## src/rtl/if_fetch_ctrl.sv

```systemverilog
// IF-stage PC register and instruction fetch initiator: one outstanding SRAM read
// per PC, holds the fetched word for ID, and discards responses for superseded PCs.
module if_fetch_ctrl #(
  parameter logic [31:0] RESET_PC = 32'hBFC0_0000
) (
  input  logic        clk,
  input  logic        rst,
  input  logic [31:0] NPC,
  input  logic        PC_Flush,
  input  logic        PCWr,
  output logic        inst_sram_req,
  output logic [31:0] inst_sram_addr,
  input  logic        inst_sram_addr_ok,
  input  logic        inst_sram_data_ok,
  input  logic [31:0] inst_sram_rdata,
  output logic [31:0] PC,
  output logic        IF_valid,
  output logic [31:0] IF_inst,
  output logic        IF_AdEL
);

  typedef enum logic [1:0] {
    S_REQ    = 2'd0,
    S_WAIT   = 2'd1,
    S_HOLD   = 2'd2,
    S_CANCEL = 2'd3
  } state_t;

  state_t      r_state;
  logic [31:0] r_pc;
  logic [31:0] r_inst;
  logic        r_adel;

  logic        w_misaligned;
  logic        w_req;
  logic        w_accept;

  // Request is a pure decode of registered state so a freshly loaded PC is
  // presented on the bus in the same cycle it appears.
  assign w_misaligned = (r_pc[1:0] != 2'b00);
  assign w_req        = (r_state == S_REQ) && !w_misaligned;
  assign w_accept     = w_req && inst_sram_addr_ok;

  assign inst_sram_req  = w_req && !rst;
  assign inst_sram_addr = rst ? 32'h0 : r_pc;
  assign PC             = r_pc;
  assign IF_valid       = (r_state == S_HOLD) && !rst;
  assign IF_inst        = rst ? 32'h0 : r_inst;
  assign IF_AdEL        = r_adel && (r_state == S_HOLD) && !rst;

  always_ff @(posedge clk) begin
    if (rst) begin
      r_state <= S_REQ;
      r_pc    <= RESET_PC;
      r_inst  <= 32'h0;
      r_adel  <= 1'b0;
    end else begin
      case (r_state)
        S_REQ: begin
          if (PC_Flush) begin
            r_pc    <= NPC;
            // An accepted stale request still owes us one response.
            r_state <= w_accept ? S_CANCEL : S_REQ;
          end else if (w_misaligned) begin
            r_state <= S_HOLD;
            r_adel  <= 1'b1;
            r_inst  <= 32'h0;
          end else if (w_accept) begin
            r_state <= S_WAIT;
          end
        end
        S_WAIT: begin
          if (PC_Flush) begin
            r_pc    <= NPC;
            r_state <= inst_sram_data_ok ? S_REQ : S_CANCEL;
          end else if (inst_sram_data_ok) begin
            r_inst  <= inst_sram_rdata;
            r_adel  <= 1'b0;
            r_state <= S_HOLD;
          end
        end
        S_HOLD: begin
          if (PC_Flush || PCWr) begin
            r_pc    <= NPC;
            r_adel  <= 1'b0;
            r_state <= S_REQ;
          end
        end
        S_CANCEL: begin
          if (PC_Flush) begin
            r_pc <= NPC;
          end
          if (inst_sram_data_ok) begin
            r_state <= S_REQ;
          end
        end
        default: r_state <= S_REQ;
      endcase
    end
  end

endmodule

```

## config.mk

```make
export PLATFORM = sky130hd
export DESIGN_NAME = if_fetch_ctrl
export DESIGN_NICKNAME = d
export VERILOG_FILES = /design/src/rtl/if_fetch_ctrl.sv
export SDC_FILE = /design/constraint.sdc
export NUM_CORES = 1
export LEC_CHECK = 0
export ABC_AREA = 1
export ABC_CLOCK_PERIOD_IN_PS = 4460
export BUFFER_PORTS_ARGS = -buffer_cell sky130_fd_sc_hd__buf_4
export CAP_MARGIN = 20
export CORE_UTILIZATION = 50
export CTS_BUF_LIST = sky130_fd_sc_hd__clkbuf_8
export DETAILED_ROUTE_END_ITERATION = 10
export GPL_TIMING_DRIVEN = 0
export PLACE_DENSITY = 0.95
export SLEW_MARGIN = 20
export SYNTH_ARGS = -nofsm -noshare
export SYNTH_HDL_FRONTEND = slang
export SYNTH_SLANG_ARGS = --single-unit
```

## constraint.sdc

```tcl
create_clock -name clk -period 4.46 [get_ports clk]
set_input_delay 1.338 -clock clk [delete_from_list [all_inputs] [get_ports clk]]
set_output_delay 1.338 -clock clk [all_outputs]
set_load 0.005 [all_outputs]
```

==> results.md <==
- The class of the tightest hold or removal check is flip-flop to flip-flop.
- The share of layout cells above drive strength 1 is 35.0%.
- The share of flip-flops with an asynchronous set or reset after synthesis is 0%.
- After detailed routing, the met3 layer carries ~940 um of wire.
- During I/O placement, the number of pins put on the boundary was between 150 and 200.
- The area of the core is between 5000 and 6000 um2.
- The count of antenna-violating nets left after detailed routing is 0.
- Traced cell by cell, the critical path runs through clkbuf_1 -> buf_2 -> buf_2 -> nor2_1 -> buf_4.
- The via count of the first global-routing pass is 3,212.
- Of all cell types, the one taking the most synthesized area is dfxtp_1.
- The worst hold path stage count is 2.
- The half-perimeter wire length after placement is 6990 um.
- The kind of cell adding the most delay to the critical path is buffers and inverters.
- Dividing the detail-routed via count by the number of cells gives ~4.9.
- The summed negative setup slack over all endpoints is 0 ns.
- The setup slack on the worst flop-to-flop path is 2.70 ns.
- The top fanout value on the critical path is 10.
- The area of the mapped netlist is 3130 um2.
- The count of nets after finishing is 700.
- The post-route met1 wirelength is approximately 3700 um.
- The number of filler instances in the final layout is 380.
- The endpoint arrival time on the critical path is around 2.4 ns.
- The starting density of the core is a little over half.
- The floorplan row count is 28.
- Synthesis instantiated 22 different standard cells from the library.
- For this run, the number of standard cells in the final layout without fillers is ~700.
- The worst setup path is of the input pin to output pin kind.
- The max-capacitance violation count is 0.
- The antenna diode count is 0.
- Synthesis inferred 67 register bits.
- The CTS H-tree depth is 3.
- The number of buffer and inverter stages on the critical path is 4.
- The worst slew slack as a fraction of its limit is between 60% and 70%.
- The actual transition at the worst max-transition pin is between 0.4 and 0.5 ns.
- The total of cells resized after clock tree synthesis is 0.
- The worst register-to-register path ends at r_inst[5].
- The iteration count of the initial detailed-routing pass is 4.
- Counting the buffers created by CTS gives 9.
- The power density over cell area is 456 nW/um2.
- The total power after layout is approximately 2200 uW.
- The total length of routed met2 wires is 4880 um.
- The cell at the root of the clock tree is clkbuf_8.
- The worst-case IR drop observed on VDD is around 330 uV.
- The number of buffers inserted by hold repair at cts is 0.
- The startpoint of the worst hold path is PC[8].
- The number of flops mapped to enable cells by yosys is 0.
- STA classifies the critical path endpoint as an output pin.
- The count of pins over their slew limit is 0.
- When the netlist entered floorplanning its net count stood at approximately 520.
- The clock network latency to the later pin of the worst-skew pair is approximately 0.35 ns.
- The data required time at the worst endpoint is 3.12 ns.
- By area the synthesized netlist is led by dfxtp_1 (43%), nand2_1 (11%), nor2_1 (9.0%).
- The worst path needs about 3.7 ns of the cycle, external delays included.
- The leakage power is roughly 0.0025 uW.
- From left edge to right edge, the die measures between 80 and 90 um.
- Buffers placed on the I/O ports in this run total about 170.
- The post-synthesis cell count is 445.
- The post-placement worst setup slack is ~0.79 ns.
- The average cell area after synthesis is between 7 and 8 um2.
- The leftover overflow at the end of global routing is 0.
- The first global-routing pass estimated around 14,000 um of wire.
- Setup repair after global routing left no endpoint under its margin.
- The area growth from synthesis to layout is 51.4%.
- The worst setup path is launched from an input pin.
- The cell total after placement is between 600 and 700.
- The post-route DRC violation count is 0.
- Entering global routing, the biggest net connects 12 pins.
- Hold timing on the final database bottoms out at a slack of between 0.4 and 0.5 ns.
- For this run, the top clock speed supported by timing is roughly 270 MHz.
- The ratio of final minimum period to clock period is just over 80%.
- Summed over all layers, the routed wires come to 9630 um.
- The vertical die dimension is 81.1 um.
- In this run the post-CTS setup repair buffer count came out at 0.
- Counting cells, the worst reg-to-reg path comes to 7.
- The number of failing hold endpoints at the final stage is 0.
- Summing over every cut layer, the via total after detailed routing is 3,463.
- The total of warnings raised by yosys is 0.
- The startpoint identified for the worst register-to-register timing path is r_state[1].
- The clock-pin slew of the registers on the worst-case setup and hold paths is 0.08 ns.
- The worst setup slack after layout is roughly 0.76 ns.
- The flow ran to the end, and the final reports show no timing, DRC or antenna violations.
- The sequential fraction of the synthesis area is between 40% and 50%.
- In the final routed layout, each cell accounts on average for approximately 14 um.
- The full die area is ~6600 um2.
- The leading register cell type out of synthesis is dfxtp_1.
- The placer congestion estimate is 0.808.
- For this run, the slowest stage of the critical path takes about 0.29 ns.
- Counting along the longest clock path gives a buffer depth of 2.
- TritonCTS built the clock tree.
- The highest metal layer with signal wires is met4.
- The overall fraction of global-route tracks in use is approximately 29%.
- The worst hold path terminates at PC[8].
- The count of clock tree sinks is 67.
- The final number of setup-violating endpoints is 0.
- On the final layout, the worst clock skew is approximately 0.014 ns.
- The fraction of post-synthesis cell area in the top cell type by area is roughly 43%.
- The largest individual stage delay along the critical path comes from the cell buf_2.
- The most numerous cell on the critical path is buf_2.
- The detailed router finished its first iteration with around 210 violations.
- The number of antenna violations at the first check in global routing is 0.
flip-flops by register name, indices dropped and copies added (netlist names):
| name | count |
|---|---|
| r_adel | 1 |
| r_inst | 32 |
| r_state | 2 |
| PC | 32 |
report_power, final:
part	leakage [uW]	internal, uW	switching, uW	total [uW]
Combinational	0.00181	343	421	764
Clock	0.000133	416	235	651
Sequential	0.000550	692	52.4	744
cells by family (layout without fill, tap and decap cells):
kind of cell               count (synthesis)  in the layout  synth area share [%]
AOI/OAI and AO/OA                         64             64                  12.7
adders and majority gates                  7              7                  2.80
buffers and inverters                    102            285                  15.0
DFF                                       67             67                  42.8
and+or+nand+nor                          205            205                  26.7
cells in the final DEF (no fill, tap or decap), types with 2 or more instances in the layout:
cell type / n
ha_1: 7
o21ai_2: 2
o211ai_2: 9
bufinv_16: 3
o21ai_0: 14
buf_6: 6
buf_2: 11
clkbuf_8: 12
a21oi_1: 28
buf_4: 167
nand3_1: 36
nor2_1: 75
buf_8: 2
clkbuf_1: 7
nand2_1: 88
dfxtp_1: 67
nand2_2: 2
o21ai_1: 10
inv_1: 74
nor2_2: 2
cell usage after synthesis (6+ instances only):
library cell / instances
a21oi_1: 28
buf_2: 11
buf_6: 6
clkbuf_1: 7
dfxtp_1: 67
ha_1: 7
inv_1: 74
nand2_1: 88
nand3_1: 36
nor2_1: 75
o211ai_2: 9
o21ai_0: 14
o21ai_1: 10
worst min-delay path, stage by stage, from the launching register on:
cell and delay, ns:
dfxtp_1 0.32, inv_1 0.06, a21oi_1 0.05
layer usage:
metal	GRT usage [%]	up-vias
met5	0	-
met4	13.4	0
met3	8.65	13
met2	53.4	164
met1	30.5	1566
li1	-	1720
final cells by class:
class / count / area (um2) / area share, %
plain buffers: 26 / 179 / 3.78
clock buffers: 12 / 165 / 3.49
clock inverters: 4 / 95.1 / 2.01
inverters: 76 / 290 / 6.13
multi-input cells: 276 / 1320 / 27.9
flip-flops and latches: 67 / 1340 / 28.3
well taps: 75 / 93.8 / 1.98
repair buffers: 167 / 1250 / 26.5
per-stage QoR:
stage	instance area, um2	utilization (%)
2_1_floorplan	3130	-
3_3_place_gp	4480	74.7
3_5_place_dp	4480	74.7
4_1_cts	4740	79.1
5_1_grt	4740	79.1
6_report	4740	79.1
how the worst max path moves through the flow:
stage	start	end	slack, ns	cells past startpoint
after global placement	rst	inst_sram_addr[30]	0.82	5
after global routing	rst	inst_sram_addr[13]	0.70	5
after CTS	rst	inst_sram_addr[13]	0.76	5
final	rst	inst_sram_addr[13]	0.76	5
after detailed placement	rst	inst_sram_addr[24]	0.79	5
after floorplan	rst	inst_sram_addr[10]	1.17	4
(Power assumes the default switching activity.)
